[config.mk]
export PLATFORM = sky130hd
export DESIGN_NAME = apb_master_ctrl
export DESIGN_NICKNAME = d
export VERILOG_FILES = /design/src/rtl/apb_pkg.sv /design/src/rtl/apb_timeout_counter.sv /design/src/rtl/apb_master_ctrl.sv
export SDC_FILE = /design/constraint.sdc
export NUM_CORES = 1
export LEC_CHECK = 0
export ABC_CLOCK_PERIOD_IN_PS = 3700
export CORE_AREA = 3 3 119 121
export DETAILED_ROUTE_END_ITERATION = 12
export DIE_AREA = 0 0 122 124
export GPL_TIMING_DRIVEN = 0
export PLACE_DENSITY = 0.66
export REMOVE_ABC_BUFFERS = 1
export SYNTH_ARGS = -nofsm -noshare
export SYNTH_HDL_FRONTEND = slang
export SYNTH_HIERARCHICAL = 1
export SYNTH_SLANG_ARGS = --single-unit
[constraint.sdc]
create_clock -name pclk -period 3.7 [get_ports pclk]
set_input_delay 0.37 -clock pclk [delete_from_list [all_inputs] [get_ports pclk]]
set_output_delay 0.37 -clock pclk [all_outputs]
set_load 0.01 [all_outputs]
[src/rtl/apb_pkg.sv]
// Shared APB definitions: FSM state encoding, default widths and timeout,
// and the command record carried from the request stream onto the bus.
package apb_pkg;

    localparam int APB_ADDR_W          = 32;
    localparam int APB_DATA_W          = 32;
    localparam int APB_DEFAULT_TIMEOUT = 16;

    typedef enum logic [1:0] {
        IDLE   = 2'd0,
        SETUP  = 2'd1,
        ACCESS = 2'd2
    } apb_state_e;

    typedef struct packed {
        logic [APB_ADDR_W-1:0] addr;
        logic                  write;
        logic [APB_DATA_W-1:0] wdata;
    } apb_cmd_t;

endpackage

[src/rtl/apb_timeout_counter.sv]
// Counts ACCESS cycles that end without pready. The count saturates at
// TIMEOUT_CYCLES and never wraps. expired is high during the last ACCESS
// cycle the requester may still wait, so an abort on that edge gives
// exactly TIMEOUT_CYCLES ACCESS cycles.
module apb_timeout_counter
    import apb_pkg::*;
#(
    parameter int TIMEOUT_CYCLES = APB_DEFAULT_TIMEOUT
) (
    input  logic pclk,
    input  logic preset_n,
    input  logic clear,
    input  logic enable,
    output logic expired
);

    localparam int               CNT_W    = $clog2(TIMEOUT_CYCLES + 1);
    localparam logic [CNT_W-1:0] CNT_SAT  = CNT_W'(TIMEOUT_CYCLES);
    localparam logic [CNT_W-1:0] CNT_LAST = CNT_W'(TIMEOUT_CYCLES - 1);

    logic [CNT_W-1:0] count;

    // Saturating up-count of stalled ACCESS cycles; clear has priority.
    always_ff @(posedge pclk or negedge preset_n) begin
        if (!preset_n) begin
            count <= '0;
        end else if (clear) begin
            count <= '0;
        end else if (enable && (count != CNT_SAT)) begin
            count <= count + 1'b1;
        end
    end

    assign expired = (count >= CNT_LAST);

endmodule

[src/rtl/apb_master_ctrl.sv]
// APB requester: accepts one valid/ready command at a time, runs it as an
// APB SETUP/ACCESS transfer and returns one response per command. A hung
// slave is abandoned after TIMEOUT_CYCLES ACCESS cycles.
//
//   state  | meaning
//   -------+-------------------------------------------------------------
//   IDLE   | cmd_ready_o high, bus deselected, waiting for a command
//   SETUP  | psel_o high, penable_o low, one cycle only
//   ACCESS | psel_o and penable_o high, waiting for pready or timeout
module apb_master_ctrl
    import apb_pkg::*;
#(
    parameter int ADDR_W         = APB_ADDR_W,
    parameter int DATA_W         = APB_DATA_W,
    parameter int TIMEOUT_CYCLES = APB_DEFAULT_TIMEOUT
) (
    input  logic              pclk,
    input  logic              preset_n,

    input  logic              cmd_valid_i,
    output logic              cmd_ready_o,
    input  logic [ADDR_W-1:0] cmd_addr_i,
    input  logic              cmd_write_i,
    input  logic [DATA_W-1:0] cmd_wdata_i,

    output logic              rsp_valid_o,
    output logic [DATA_W-1:0] rsp_rdata_o,
    output logic              rsp_timeout_o,

    output logic              psel_o,
    output logic              penable_o,
    output logic [ADDR_W-1:0] paddr_o,
    output logic              pwrite_o,
    output logic [DATA_W-1:0] pwdata_o,
    input  logic [DATA_W-1:0] prdata_i,
    input  logic              pready_i
);

    apb_state_e state;

    logic timeout_clear;
    logic timeout_enable;
    logic timeout_expired;

    // SETUP is always exactly one cycle, so clearing there arms the counter
    // for the first ACCESS cycle.
    assign timeout_clear  = (state == SETUP);
    assign timeout_enable = (state == ACCESS) && !pready_i;

    apb_timeout_counter #(
        .TIMEOUT_CYCLES (TIMEOUT_CYCLES)
    ) u_timeout (
        .pclk     (pclk),
        .preset_n (preset_n),
        .clear    (timeout_clear),
        .enable   (timeout_enable),
        .expired  (timeout_expired)
    );

    // Transfer FSM with every output registered.
    always_ff @(posedge pclk or negedge preset_n) begin
        if (!preset_n) begin
            state         <= IDLE;
            cmd_ready_o   <= 1'b0;
            rsp_valid_o   <= 1'b0;
            rsp_rdata_o   <= '0;
            rsp_timeout_o <= 1'b0;
            psel_o        <= 1'b0;
            penable_o     <= 1'b0;
            paddr_o       <= '0;
            pwrite_o      <= 1'b0;
            pwdata_o      <= '0;
        end else begin
            rsp_valid_o   <= 1'b0;
            rsp_timeout_o <= 1'b0;
            case (state)
                IDLE: begin
                    if (cmd_valid_i && cmd_ready_o) begin
                        paddr_o     <= cmd_addr_i;
                        pwrite_o    <= cmd_write_i;
                        pwdata_o    <= cmd_wdata_i;
                        psel_o      <= 1'b1;
                        cmd_ready_o <= 1'b0;
                        state       <= SETUP;
                    end else begin
                        cmd_ready_o <= 1'b1;
                    end
                end
                SETUP: begin
                    penable_o <= 1'b1;
                    state     <= ACCESS;
                end
                ACCESS: begin
                    // pready on the final allowed cycle still counts as a
                    // normal completion.
                    if (pready_i || timeout_expired) begin
                        psel_o        <= 1'b0;
                        penable_o     <= 1'b0;
                        cmd_ready_o   <= 1'b1;
                        rsp_valid_o   <= 1'b1;
                        rsp_timeout_o <= !pready_i;
                        rsp_rdata_o   <= (pready_i && !pwrite_o) ? prdata_i : '0;
                        state         <= IDLE;
                    end
                end
                default: begin
                    psel_o    <= 1'b0;
                    penable_o <= 1'b0;
                    state     <= IDLE;
                end
            endcase
        end
    end

endmodule
== Word-level counts from Yosys, hierarchy flattened ==
Cells that the tools add are included.

* Divide/modulo/power cells: 0
* Add/subtract/negate cells: 1
* Multiplexer cells: 17
* Equal/unequal tests: 5
* Bitwise operators: 2
* Order comparisons: 1
* Multiply operators: 0
* Shifts and indexed selects: 0
* Reduce and logical (&&, ||, !) cells: 16

{| class="wikitable"
|+ Operators with widths
! cell !! count
|-
| $mux W32 || 1
|-
| $mux W5 || 2
|-
| $reduce_and A2 Y1 || 5
|-
| $mux W1 || 8
|-
| $pmux W1 S3 || 2
|-
| $pmux W2 S3 || 1
|-
| $add A5 B1 Y5 const B || 1
|-
| $ge A5 B4 Y1 const B || 1
|-
| $ne A5 B5 Y1 const B || 1
|-
| $logic_and A1 B1 Y1 || 4
|-
| $mux W2 || 2
|-
| $reduce_bool A2 Y1 || 2
|-
| $reduce_and A3 Y1 || 1
|-
| $eq A2 B1 Y1 const B || 1
|-
| $eq A2 B2 Y1 const B || 1
|-
| $logic_not A1 Y1 || 2
|-
| $logic_not A2 Y1 || 1
|-
| $ne A2 B1 Y1 const B || 1
|-
| $ne A2 B2 Y1 const B || 1
|-
| $not A1 Y1 || 2
|-
| $pmux W1 S2 || 1
|-
| $logic_or A1 B1 Y1 || 1
|}

* Output and inout port bits: 102
* Memories: 0
* Bits in latches: 0
* RAM bits: 0
* Register bits after elaboration: 109
* Memory bits (read-only): 0

== Longest topological paths before layout ==
Gate-level depths: netlist of the first run.

* Depth in word-level cells: 5
* Mapped depth: 10

== Hierarchy ==
The synthesis of the first run kept the hierarchy.

{| class="wikitable"
|+ By module, submodules not included
! module !! cells each !! times used !! area an instance (um^2)
|-
| apb_master_ctrl || 307 || 1 || 4,161.5
|-
| apb_timeout_counter || 33 || 1 || 306.5
|}

== Worst setup path before layout of the first run ==
OpenSTA, ideal clock, no wires.

* Path kind: reg2reg
* Start: register u_timeout.count[0]
* End: register cmd_ready_o
* Data required time: 3.566 ns
* Arrival time: 1.854 ns
* Cell stages (with the launch flop): 10
* Path slack: 1.712 ns
* Cell sequence: dfrtp_1 > ha_1 > and3_1 > ha_1 > nor2_1 > nand2_1 > nor2_1 > clkbuf_1 > clkbuf_1 > o22ai_1

* Cells in the longest elaborated chain, start to end: 4

{| class="wikitable"
|+ RTL lines
! element !! line !! text
|-
| from (decl) || apb_timeout_counter.sv:21 || <nowiki>logic [CNT_W-1:0] count;</nowiki>
|-
| from (signal assigned) || apb_timeout_counter.sv:30 || <nowiki>count <= count + 1'b1;</nowiki>
|-
| $ge A5 B4 Y1 || apb_timeout_counter.sv:34 || <nowiki>assign expired = (count >= CNT_LAST);</nowiki>
|-
| named net timeout_expired || apb_master_ctrl.sv:43 || <nowiki>logic timeout_expired;</nowiki>
|-
| $logic_or A1 B1 Y1 || apb_master_ctrl.sv:96 || <nowiki>if (pready_i || timeout_expired) begin</nowiki>
|-
| $ne A2 B1 Y1 (no source line) || - ||
|-
| $reduce_and A2 Y1 (no source line) || - ||
|-
| to (signal assigned) || apb_master_ctrl.sv:83 || <nowiki>cmd_ready_o <= 1'b0;</nowiki>
|-
| to (signal assigned) || apb_master_ctrl.sv:86 || <nowiki>cmd_ready_o <= 1'b1;</nowiki>
|-
| to (signal assigned) || apb_master_ctrl.sv:99 || <nowiki>cmd_ready_o <= 1'b1;</nowiki>
|-
| to (decl) || apb_master_ctrl.sv:21 || <nowiki>output logic cmd_ready_o,</nowiki>
|}

The timed path passes the listed nets, and every way through them passes these cells.
A chain may end at the register's enable or synchronous reset.

== Worst setup path after layout of the first run ==
* Start: register u_timeout.count[0]
* End: register rsp_rdata_o[21]

* Cells in the longest elaborated chain, start to end: 3

{| class="wikitable"
|+ RTL lines
! element !! line !! text
|-
| $ge A5 B4 Y1 || apb_timeout_counter.sv:34 ||
|-
| named net timeout_expired || apb_master_ctrl.sv:43 ||
|-
| $logic_or A1 B1 Y1 || apb_master_ctrl.sv:96 ||
|-
| $reduce_and A2 Y1 (no source line) || - ||
|-
| to (signal assigned) || apb_master_ctrl.sv:102 || <nowiki>rsp_rdata_o <= (pready_i && !pwrite_o) ? prdata_i : '0;</nowiki>
|-
| to (decl) || apb_master_ctrl.sv:27 || <nowiki>output logic [DATA_W-1:0] rsp_rdata_o,</nowiki>
|}

The timed path passes the listed nets, and every way through them passes these cells.

==> impl_metrics.prom, run 1 <==
# TYPE chip_impl_metric gauge
chip_impl_metric{name="detailedRoute.firstIterationViolations",unit=""} 160
chip_impl_metric{name="initial_core_util",unit="%"} 33.9
chip_impl_metric{name="drc_errors",unit=""} 0
chip_impl_metric{name="filler_cell_count",unit=""} 1128
chip_impl_metric{name="floorplan.rows",unit=""} 42
chip_impl_metric{name="grt_usage",unit="%"} 16.0
chip_impl_metric{name="synthesis.area_per_instance",unit="um^2"} 13.1
chip_impl_metric{name="synth.distinct_cells",unit=""} 28
chip_impl_info{name="crit_path_end",value="rsp_rdata_o[21]$_DFFE_PN0P_"} 1
chip_impl_info{name="setup.worst_path.end_class",value="register"} 1
chip_impl_metric{name="report.final.hold_viol_count",unit=""} 0
chip_impl_metric{name="vias_in_the_first_global_route",unit=""} 3500
chip_impl_metric{name="synth.top_cell.area_share",unit="%"} 61.0
chip_impl_info{name="synth_top_flop_cell",value="sky130_fd_sc_hd__dfrtp_1"} 1
chip_impl_metric{name="worst_setup_hold_path_clk_slew",unit="ns"} 0.07
chip_impl_metric{name="sequential_group_share_of_total_power",unit="%"} 35.5
chip_impl_metric{name="dp_hpwl",unit="um"} 8630
chip_impl_metric{name="dr_total_vias",unit=""} 3366
chip_impl_metric{name="post_drt_via_cell_ratio",unit=""} 4.72
chip_impl_info{name="start_kind",value="register"} 1
chip_impl_metric{name="ff2ff_setup_slack",unit="ns"} 1.46
chip_impl_metric{name="dpl-instance-area",unit="um^2"} 6680
chip_impl_metric{name="synth_seq_cells",unit=""} 109
chip_impl_metric{name="num_antenna_cells",unit=""} 0
chip_impl_metric{name="ant_nets",unit=""} 0
chip_impl_metric{name="drt-pass1-iter-count",unit=""} 4
chip_impl_metric{name="synth_edf_count",unit=""} 0
chip_impl_metric{name="max-vdd-ir-drop",unit="mV"} 0.278
chip_impl_info{name="cell_chosen_for_the_clock_root",value="sky130_fd_sc_hd__clkbuf_16"} 1
chip_impl_metric{name="fin_nets",unit=""} 636
chip_impl_metric{name="relSlewSlack",unit="%"} 31.0
chip_impl_metric{name="finish.utilization",unit="%"} 53.1
chip_impl_info{name="worst_flop_to_flop_path_startpoint",value="u_timeout/count[0]$_DFFE_PN0P_"} 1
chip_impl_metric{name="fmaxAchievable",unit="MHz"} 447
chip_impl_info{name="timing.setup.critical_path_class",value="register to register"} 1
chip_impl_metric{name="cts_max_level",unit=""} 3
chip_impl_info{name="yosys.area.top_type",value="sky130_fd_sc_hd__dfrtp_1"} 1
chip_impl_metric{name="fin_crit_sh",unit="%"} 60.4
chip_impl_metric{name="globalRouteOverflowTotal",unit=""} 0
chip_impl_metric{name="synthArstFlopShare",unit="%"} 100
chip_impl_info{name="worst_hold_path_type",value="register to register"} 1
chip_impl_metric{name="timing.critical_path.fanout_max",unit=""} 44
chip_impl_metric{name="die-area",unit="um^2"} 15100
chip_impl_metric{name="port_buffers",unit=""} 202
chip_impl_metric{name="drv_slew",unit=""} 0
chip_impl_metric{name="finalClockSkew",unit="ns"} 0.00675
chip_impl_metric{name="intPower",unit="mW"} 3.80
chip_impl_metric{name="grt_antenna_before_repair",unit=""} 0
chip_impl_metric{name="hold_slack",unit="ns"} 0.486
chip_impl_metric{name="power.combinational.fraction",unit="%"} 46.5
chip_impl_metric{name="grt_first_pass_wirelength",unit="um"} 18700
chip_impl_metric{name="die_h",unit="um"} 124
chip_impl_metric{name="numClockSinks",unit=""} 109
chip_impl_metric{name="pwr-share-clk",unit="%"} 18.0
chip_impl_metric{name="setup_violations",unit=""} 0
chip_impl_metric{name="pwr_total",unit="mW"} 5.56
chip_impl_metric{name="synthToLayoutAreaGrowth",unit="%"} 56.7
chip_impl_info{name="worstReg2RegEnd",value="rsp_rdata_o[21]$_DFFE_PN0P_"} 1
chip_impl_info{name="worst_setup_path_startpoint",value="u_timeout/count[0]$_DFFE_PN0P_"} 1
chip_impl_metric{name="layout.cell_area.non_filler",unit="um^2"} 7000
chip_impl_metric{name="synth_sequential_area_ratio",unit="%"} 61.0
chip_impl_metric{name="clockBufferDepth",unit=""} 2
chip_impl_metric{name="power-per-cell-area",unit="nW/um^2"} 794
chip_impl_metric{name="layout-drive-gt1-share",unit="%"} 16.8
chip_impl_metric{name="synthesis.yosys.warnings",unit=""} 6
chip_impl_metric{name="insertion_delay",unit="ns"} 0.35
chip_impl_metric{name="timing.critical_path.required",unit="ns"} 3.95
chip_impl_metric{name="grt_start_max_net_pins",unit=""} 72
chip_impl_metric{name="gp_congestion",unit=""} 0.744
chip_impl_metric{name="power_leakage",unit="nW"} 2.88
chip_impl_metric{name="max_cap_violations",unit=""} 0
chip_impl_metric{name="tritoncts_buffer_count",unit=""} 9
chip_impl_metric{name="ctsResizeCount",unit=""} 0
chip_impl_info{name="rsz0062_at_grt",value="no"} 1
chip_impl_metric{name="syn-cell-area",unit="um^2"} 4470
chip_impl_metric{name="worst_max_slew_pin_slew",unit="ns"} 1.04
chip_impl_metric{name="die_width",unit="um"} 122
chip_impl_metric{name="total_net_switching_power",unit="mW"} 1.75
chip_impl_metric{name="cp.arrival",unit="ns"} 2.48
chip_impl_metric{name="reg2regPathDepth",unit=""} 9
chip_impl_metric{name="drt_wl_cell",unit="um"} 16.7
chip_impl_metric{name="synth_cells",unit=""} 340
chip_impl_metric{name="final.setup.tns",unit="ns"} 0
chip_impl_metric{name="switching_share",unit="%"} 31.6
chip_impl_info{name="synth_top_cells_by_area",value="sky130_fd_sc_hd__dfrtp_1 (61%), sky130_fd_sc_hd__mux2_2 (11%), sky130_fd_sc_hd__mux2_4 (7.1%)"} 1
chip_impl_metric{name="coreArea",unit="um^2"} 13200
chip_impl_info{name="status",value="completed"} 1
chip_impl_info{name="tritoncts",value="built"} 1
chip_impl_metric{name="ioPinCount",unit=""} 203
chip_impl_metric{name="cts_setup_buffers",unit=""} 0
chip_impl_metric{name="finalWirelength",unit="um"} 11900
chip_impl_metric{name="post-route-min-period",unit="ns"} 2.24
## critical path, cell delays in order (launching register included)
cell and delay [ns]:
sky130_fd_sc_hd__dfrtp_1 0.44, sky130_fd_sc_hd__ha_1 0.25, sky130_fd_sc_hd__and3_1 0.16, sky130_fd_sc_hd__ha_1 0.17, sky130_fd_sc_hd__nor2_1 0.08, sky130_fd_sc_hd__nand2_1 0.12
sky130_fd_sc_hd__nor2_4 0.44, sky130_fd_sc_hd__buf_12 0.26, sky130_fd_sc_hd__o21ai_0 0.11, sky130_fd_sc_hd__o31ai_1 0.09
## Yosys cell counts (2+ instances only)
cell type                  count
sky130_fd_sc_hd__a21o_1        2
sky130_fd_sc_hd__buf_2         8
sky130_fd_sc_hd__buf_6         4
sky130_fd_sc_hd__clkbuf_1     13
sky130_fd_sc_hd__dfrtp_1     109
sky130_fd_sc_hd__ha_1          3
sky130_fd_sc_hd__inv_1         5
sky130_fd_sc_hd__mux2_2       45
sky130_fd_sc_hd__mux2_4       21
sky130_fd_sc_hd__nand2_1      36
sky130_fd_sc_hd__nand2b_1      3
sky130_fd_sc_hd__nand4_1       2
sky130_fd_sc_hd__nor2_1       10
sky130_fd_sc_hd__nor2b_1       2
sky130_fd_sc_hd__o21ai_0      32
sky130_fd_sc_hd__o31ai_1      33
## sequential cells by signal (all words and copies together) (netlist names)
signal / cells
paddr_o: 32
pwdata_o: 32
rsp_rdata_o: 32
u_timeout/count: 5
state: 2
cmd_ready_o: 1
penable_o: 1
psel_o: 1
pwrite_o: 1
rsp_timeout_o: 1
rsp_valid_o: 1
## how the worst min path moves through the flow
stage,startpoint,to,slack [ns],cells after the start
floorplan,preset_n,cmd_ready_o$_DFFE_PN0P_,0.07,0
global placement,psel_o$_DFFE_PN0P_,psel_o$_DFFE_PN0P_,0.46,1
detailed placement,preset_n,paddr_o[14]$_DFFE_PN0P_,0.38,1
CTS,penable_o$_DFFE_PN0P_,penable_o$_DFFE_PN0P_,0.49,1
global route,penable_o$_DFFE_PN0P_,penable_o$_DFFE_PN0P_,0.52,1
finish,penable_o$_DFFE_PN0P_,penable_o$_DFFE_PN0P_,0.49,1
## area by class of cell
class | instances | area, um^2 | area share [%]
multi-input cells | 200 | 1600 | 22.8
inverters | 5 | 18.8 | 0.268
well taps | 176 | 220 | 3.15
clock buffers | 12 | 256 | 3.66
clock inverters | 4 | 55.1 | 0.787
repair buffers | 207 | 2120 | 30.4
flip-flops and latches | 109 | 2730 | 39.0
## stage by stage
stage | std cells | setup slack, ns
2_1_floorplan | 314 | 0.360
3_3_place_gp | 692 | -1.91
3_5_place_dp | 696 | 1.40
4_1_cts | 713 | 1.44
5_1_grt | 713 | 1.23
6_report | 713 | 1.46
## per-layer routing
layer,track usage (%),share of wire (%),vias up
met4,6.09,1.6,0
met5,0,0,-
met3,6.27,11,12
li1,-,-,1584
met1,20.0,42,1614
met2,25.1,45,156
## power by group through the flow
| stage | Combinational, mW | Sequential, mW | Clock [mW] |
|---|---|---|---|
| after detailed placement | 2.62 | 2.00 | 0 |
| after global routing | 2.78 | 2.05 | 1.08 |
| final | 2.58 | 1.97 | 1.00 |
| after global placement | 2.52 | 1.97 | 0 |
| after floorplan | 0.961 | 2.20 | 0 |
| after CTS | 2.63 | 1.98 | 1.04 |
## kinds of logic after synthesis
logic type               Yosys count  share of synthesized area (%)
multiplexers                      67                           18.6
XOR/XNOR                           1                          0.196
AND/OR/NAND/NOR                   56                           5.35
adder cells (fa/ha/maj)            3                          0.840
buffers and inverters             31                           3.50
AO/OA/AOI/OAI                     73                           10.4
flip-flops                       109                           61.0
## placed cells by master (no fill, tap or decap), types with 3 or more instances in the layout
master                            count
sky130_fd_sc_hd__clkdlybuf4s50_1    201
sky130_fd_sc_hd__dfrtp_1            109
sky130_fd_sc_hd__mux2_2              45
sky130_fd_sc_hd__nand2_1             36
sky130_fd_sc_hd__o31ai_1             33
sky130_fd_sc_hd__o21ai_0             32
sky130_fd_sc_hd__mux2_4              21
sky130_fd_sc_hd__nor2_1               9
sky130_fd_sc_hd__clkbuf_16            9
sky130_fd_sc_hd__inv_1                5
sky130_fd_sc_hd__ha_1                 3
## what timing repair did
action,in CTS,in global routing
hold endpoints to repair,25,0
hold buffers,1,0
setup endpoints to repair,0,0
(Power assumes the default switching activity.)
==> run 2, diff against run 1 <==
--- a/config.mk
+++ b/config.mk
@@ -5,12 +5,12 @@
 export SDC_FILE = /design/constraint.sdc
 export NUM_CORES = 1
 export LEC_CHECK = 0
-export ABC_CLOCK_PERIOD_IN_PS = 3700
+export ABC_CLOCK_PERIOD_IN_PS = 1900
 export CORE_AREA = 3 3 119 121
 export DETAILED_ROUTE_END_ITERATION = 12
 export DIE_AREA = 0 0 122 124
 export GPL_TIMING_DRIVEN = 0
-export PLACE_DENSITY = 0.66
+export PLACE_DENSITY = 0.68
 export REMOVE_ABC_BUFFERS = 1
 export SYNTH_ARGS = -nofsm -noshare
 export SYNTH_HDL_FRONTEND = slang
==> constraint.sdc (replaced) <==
create_clock -name pclk -period 1.9 [get_ports pclk]
set_input_delay 0.19 -clock pclk [delete_from_list [all_inputs] [get_ports pclk]]
set_output_delay 0.19 -clock pclk [all_outputs]
set_load 0.01 [all_outputs]
==> run 2 against run 1 <==
Critical path depth up 1. Via count rose by 4.1%. Sequential share of layout area is 1.6 points lower.
==> impl_metrics.prom, run 2 (synthesis results as in run 1) <==
# TYPE chip_impl_metric gauge
chip_impl_info{name="status",value="completed"} 1
chip_impl_metric{name="floorplan.rows",unit=""} 42
chip_impl_metric{name="slowest_cell_delay_on_critical_path",unit="ns"} 0.40
chip_impl_info{name="critical_path.top_delay_family",value="simple AND/OR/NAND/NOR gates"} 1
chip_impl_metric{name="insertion_delay",unit="ns"} 0.35
chip_impl_metric{name="worst_max_slew_pin_slew",unit="ns"} 0.715
chip_impl_metric{name="vias_in_the_first_global_route",unit=""} 3624
chip_impl_metric{name="die_h",unit="um"} 124
chip_impl_metric{name="die-area",unit="um^2"} 15100
chip_impl_metric{name="tritoncts_buffer_count",unit=""} 9
chip_impl_metric{name="worst_setup_hold_path_clk_slew",unit="ns"} 0.07
chip_impl_metric{name="relSlewSlack",unit="%"} 52.3
chip_impl_metric{name="timing.critical_path.fanout_max",unit=""} 6
chip_impl_metric{name="ant_nets",unit=""} 0
chip_impl_metric{name="detailedRoute.firstIterationViolations",unit=""} 171
chip_impl_metric{name="drt-pass1-iter-count",unit=""} 5
chip_impl_metric{name="dpl.cell_count",unit=""} 696
chip_impl_metric{name="hold_slack",unit="ns"} 0.379
chip_impl_metric{name="clockBufferDepth",unit=""} 2
chip_impl_metric{name="post-route-min-period",unit="ns"} 1.86
chip_impl_info{name="worst_hold_path_type",value="primary input to register"} 1
chip_impl_metric{name="initial_core_util",unit="%"} 33.9
chip_impl_metric{name="power-per-cell-area",unit="nW/um^2"} 1540
chip_impl_info{name="crit_path_cell_trace",value="ha_2 > and3_4 > ha_4 > nor2_4 > nand2_4 > buf_6 > buf_12 > nor2_4 > buf_6 > o31ai_1"} 1
chip_impl_info{name="tritoncts",value="built"} 1
chip_impl_info{name="timing.setup.critical_path_class",value="register to register"} 1
chip_impl_metric{name="fmaxAchievable",unit="MHz"} 537
chip_impl_info{name="final_common_cell",value="sky130_fd_sc_hd__clkdlybuf4s50_1"} 1
chip_impl_metric{name="fin_crit_sh",unit="%"} 98.0
chip_impl_metric{name="pwr_total",unit="mW"} 11.3
chip_impl_metric{name="grt_first_pass_wirelength",unit="um"} 19700
chip_impl_metric{name="port_buffers",unit=""} 202
chip_impl_info{name="start_kind",value="register"} 1
chip_impl_metric{name="synthToLayoutAreaGrowth",unit="%"} 63.6
chip_impl_metric{name="cp.arrival",unit="ns"} 2.08
chip_impl_metric{name="grt_usage",unit="%"} 16.8
chip_impl_metric{name="layout.cells.non_filler",unit=""} 733
chip_impl_info{name="layout.cells.most_common_list",value="sky130_fd_sc_hd__clkdlybuf4s50_1 (201), sky130_fd_sc_hd__dfrtp_1 (109), sky130_fd_sc_hd__mux2_2 (45), sky130_fd_sc_hd__nand2_1 (35), sky130_fd_sc_hd__o31ai_1 (31)"} 1
chip_impl_metric{name="numClockSinks",unit=""} 109
chip_impl_metric{name="timing.critical_path.required",unit="ns"} 2.11
chip_impl_metric{name="drt_wl_cell",unit="um"} 17.7
chip_impl_metric{name="report.final.hold_viol_count",unit=""} 0
chip_impl_metric{name="setup_violations",unit=""} 0
chip_impl_metric{name="max-vdd-ir-drop",unit="mV"} 0.536
chip_impl_metric{name="fin_nets",unit=""} 656
chip_impl_info{name="biggest_regs",value="paddr_o x32, pwdata_o x32, rsp_rdata_o x32"} 1
chip_impl_metric{name="drc_errors",unit=""} 0
chip_impl_metric{name="dp_hpwl",unit="um"} 8340
chip_impl_metric{name="globalRouteOverflowTotal",unit=""} 0
chip_impl_metric{name="gp_congestion",unit=""} 0.773
chip_impl_metric{name="final.setup.tns",unit="ns"} 0
chip_impl_metric{name="layout-drive-gt1-share",unit="%"} 21.2
chip_impl_metric{name="post_drt_via_cell_ratio",unit=""} 4.78
chip_impl_metric{name="max_cap_violations",unit=""} 0
chip_impl_metric{name="finalClockSkew",unit="ns"} 0.00869
chip_impl_metric{name="coreArea",unit="um^2"} 13200
chip_impl_metric{name="finalWirelength",unit="um"} 13000
chip_impl_metric{name="ioPinCount",unit=""} 203
chip_impl_info{name="cell_chosen_for_the_clock_root",value="sky130_fd_sc_hd__clkbuf_16"} 1
chip_impl_metric{name="drv_slew",unit=""} 0
chip_impl_metric{name="num_antenna_cells",unit=""} 0
chip_impl_metric{name="timing.final.ws_setup",unit="ns"} 0.0374
chip_impl_metric{name="grt_start_max_net_pins",unit=""} 58
chip_impl_metric{name="grt_antenna_before_repair",unit=""} 0
chip_impl_info{name="cp_slowest_cell",value="sky130_fd_sc_hd__dfrtp_1"} 1
chip_impl_metric{name="cts_max_level",unit=""} 3
chip_impl_metric{name="pre_cts_ws",unit="ns"} -0.451
chip_impl_metric{name="die_width",unit="um"} 122
chip_impl_info{name="setup.worst_path.end_class",value="register"} 1
chip_impl_metric{name="count_of_buffering_cells_on_the_critical_path_with_inverters_included",unit=""} 3
chip_impl_metric{name="power_leakage",unit="nW"} 3.02
chip_impl_metric{name="dr_total_vias",unit=""} 3503
[run 2: cell types whose count changed in the layout (fill, tap and decap cells not counted), moves of 3 or more]
| cell | before | now |
|---|---|---|
| sky130_fd_sc_hd__buf_16 | 2 | 5 |
| sky130_fd_sc_hd__buf_4 | 1 | 8 |
| sky130_fd_sc_hd__buf_6 | 0 | 5 |
| sky130_fd_sc_hd__nor2_1 | 9 | 6 |
[run 2: worst register-to-register path, delay by kind of cell (launching register included)]
family	cells	cell delay, ns
flip-flops	1	0.40
adder cells (fa/ha/maj)	2	0.36
buffers and inverters	3	0.38
AO/OA/AOI/OAI	1	0.08
AND/OR/NAND/NOR	4	0.50
[run 2: through the flow]
stage	utilization, %	instance area [um^2]
finish	55.4	7310
CTS	54.8	7220
global route	55.4	7310
floorplan	-	4330
detailed placement	50.6	6680
global placement	49.8	6570
[run 2: layer usage]
layer | GRT usage [%] | wire, um
met4 | 6.51 | 225
met3 | 5.90 | 1290
met2 | 27.2 | 6090
met5 | 0 | 0
met1 | 20.6 | 5350
[run 2: cell type report]
cell class	instances	area [um^2]
Inverter	5	18.8
Timing Repair Buffer	224	2350
Fill cell	1086	5880
Clock buffer	13	260
Tap cell	176	220
Clock inverter	3	43.8
Sequential cell	109	2730
Multi-Input combinational cell	203	1690
[run 2: path summary, 6_finish.rpt]
path	slack, ns	cells past startpoint	from	to
setup / recovery	0.04	10	u_timeout/count[0]$_DFFE_PN0P_	rsp_rdata_o[30]$_DFFE_PN0P_
hold / removal	0.38	3	prdata_i[24]	rsp_rdata_o[24]$_DFFE_PN0P_
setup reg to reg	0.04	10	u_timeout/count[0]$_DFFE_PN0P_	rsp_rdata_o[30]$_DFFE_PN0P_
hold reg to reg	0.50	2	rsp_rdata_o[15]$_DFFE_PN0P_	rsp_rdata_o[15]$_DFFE_PN0P_
max in group asynchronous	0.74	3	preset_n	rsp_rdata_o[14]$_DFFE_PN0P_
min in group asynchronous	0.45	2	preset_n	paddr_o[6]$_DFFE_PN0P_
[run 2: power by group]
part | switching, mW | internal (mW)
Combinational | 2.24 | 3.26
Clock | 0.829 | 1.10
Sequential | 0.548 | 3.31
[run 2: repair_timing]
item,CTS,global route
gates resized for setup,9,16
setup endpoints to repair,101,100
hold buffers,1,0
pin swaps,6,7
endpoints found under the hold margin,52,0
gates cloned,4,1
buffers inserted,13,2
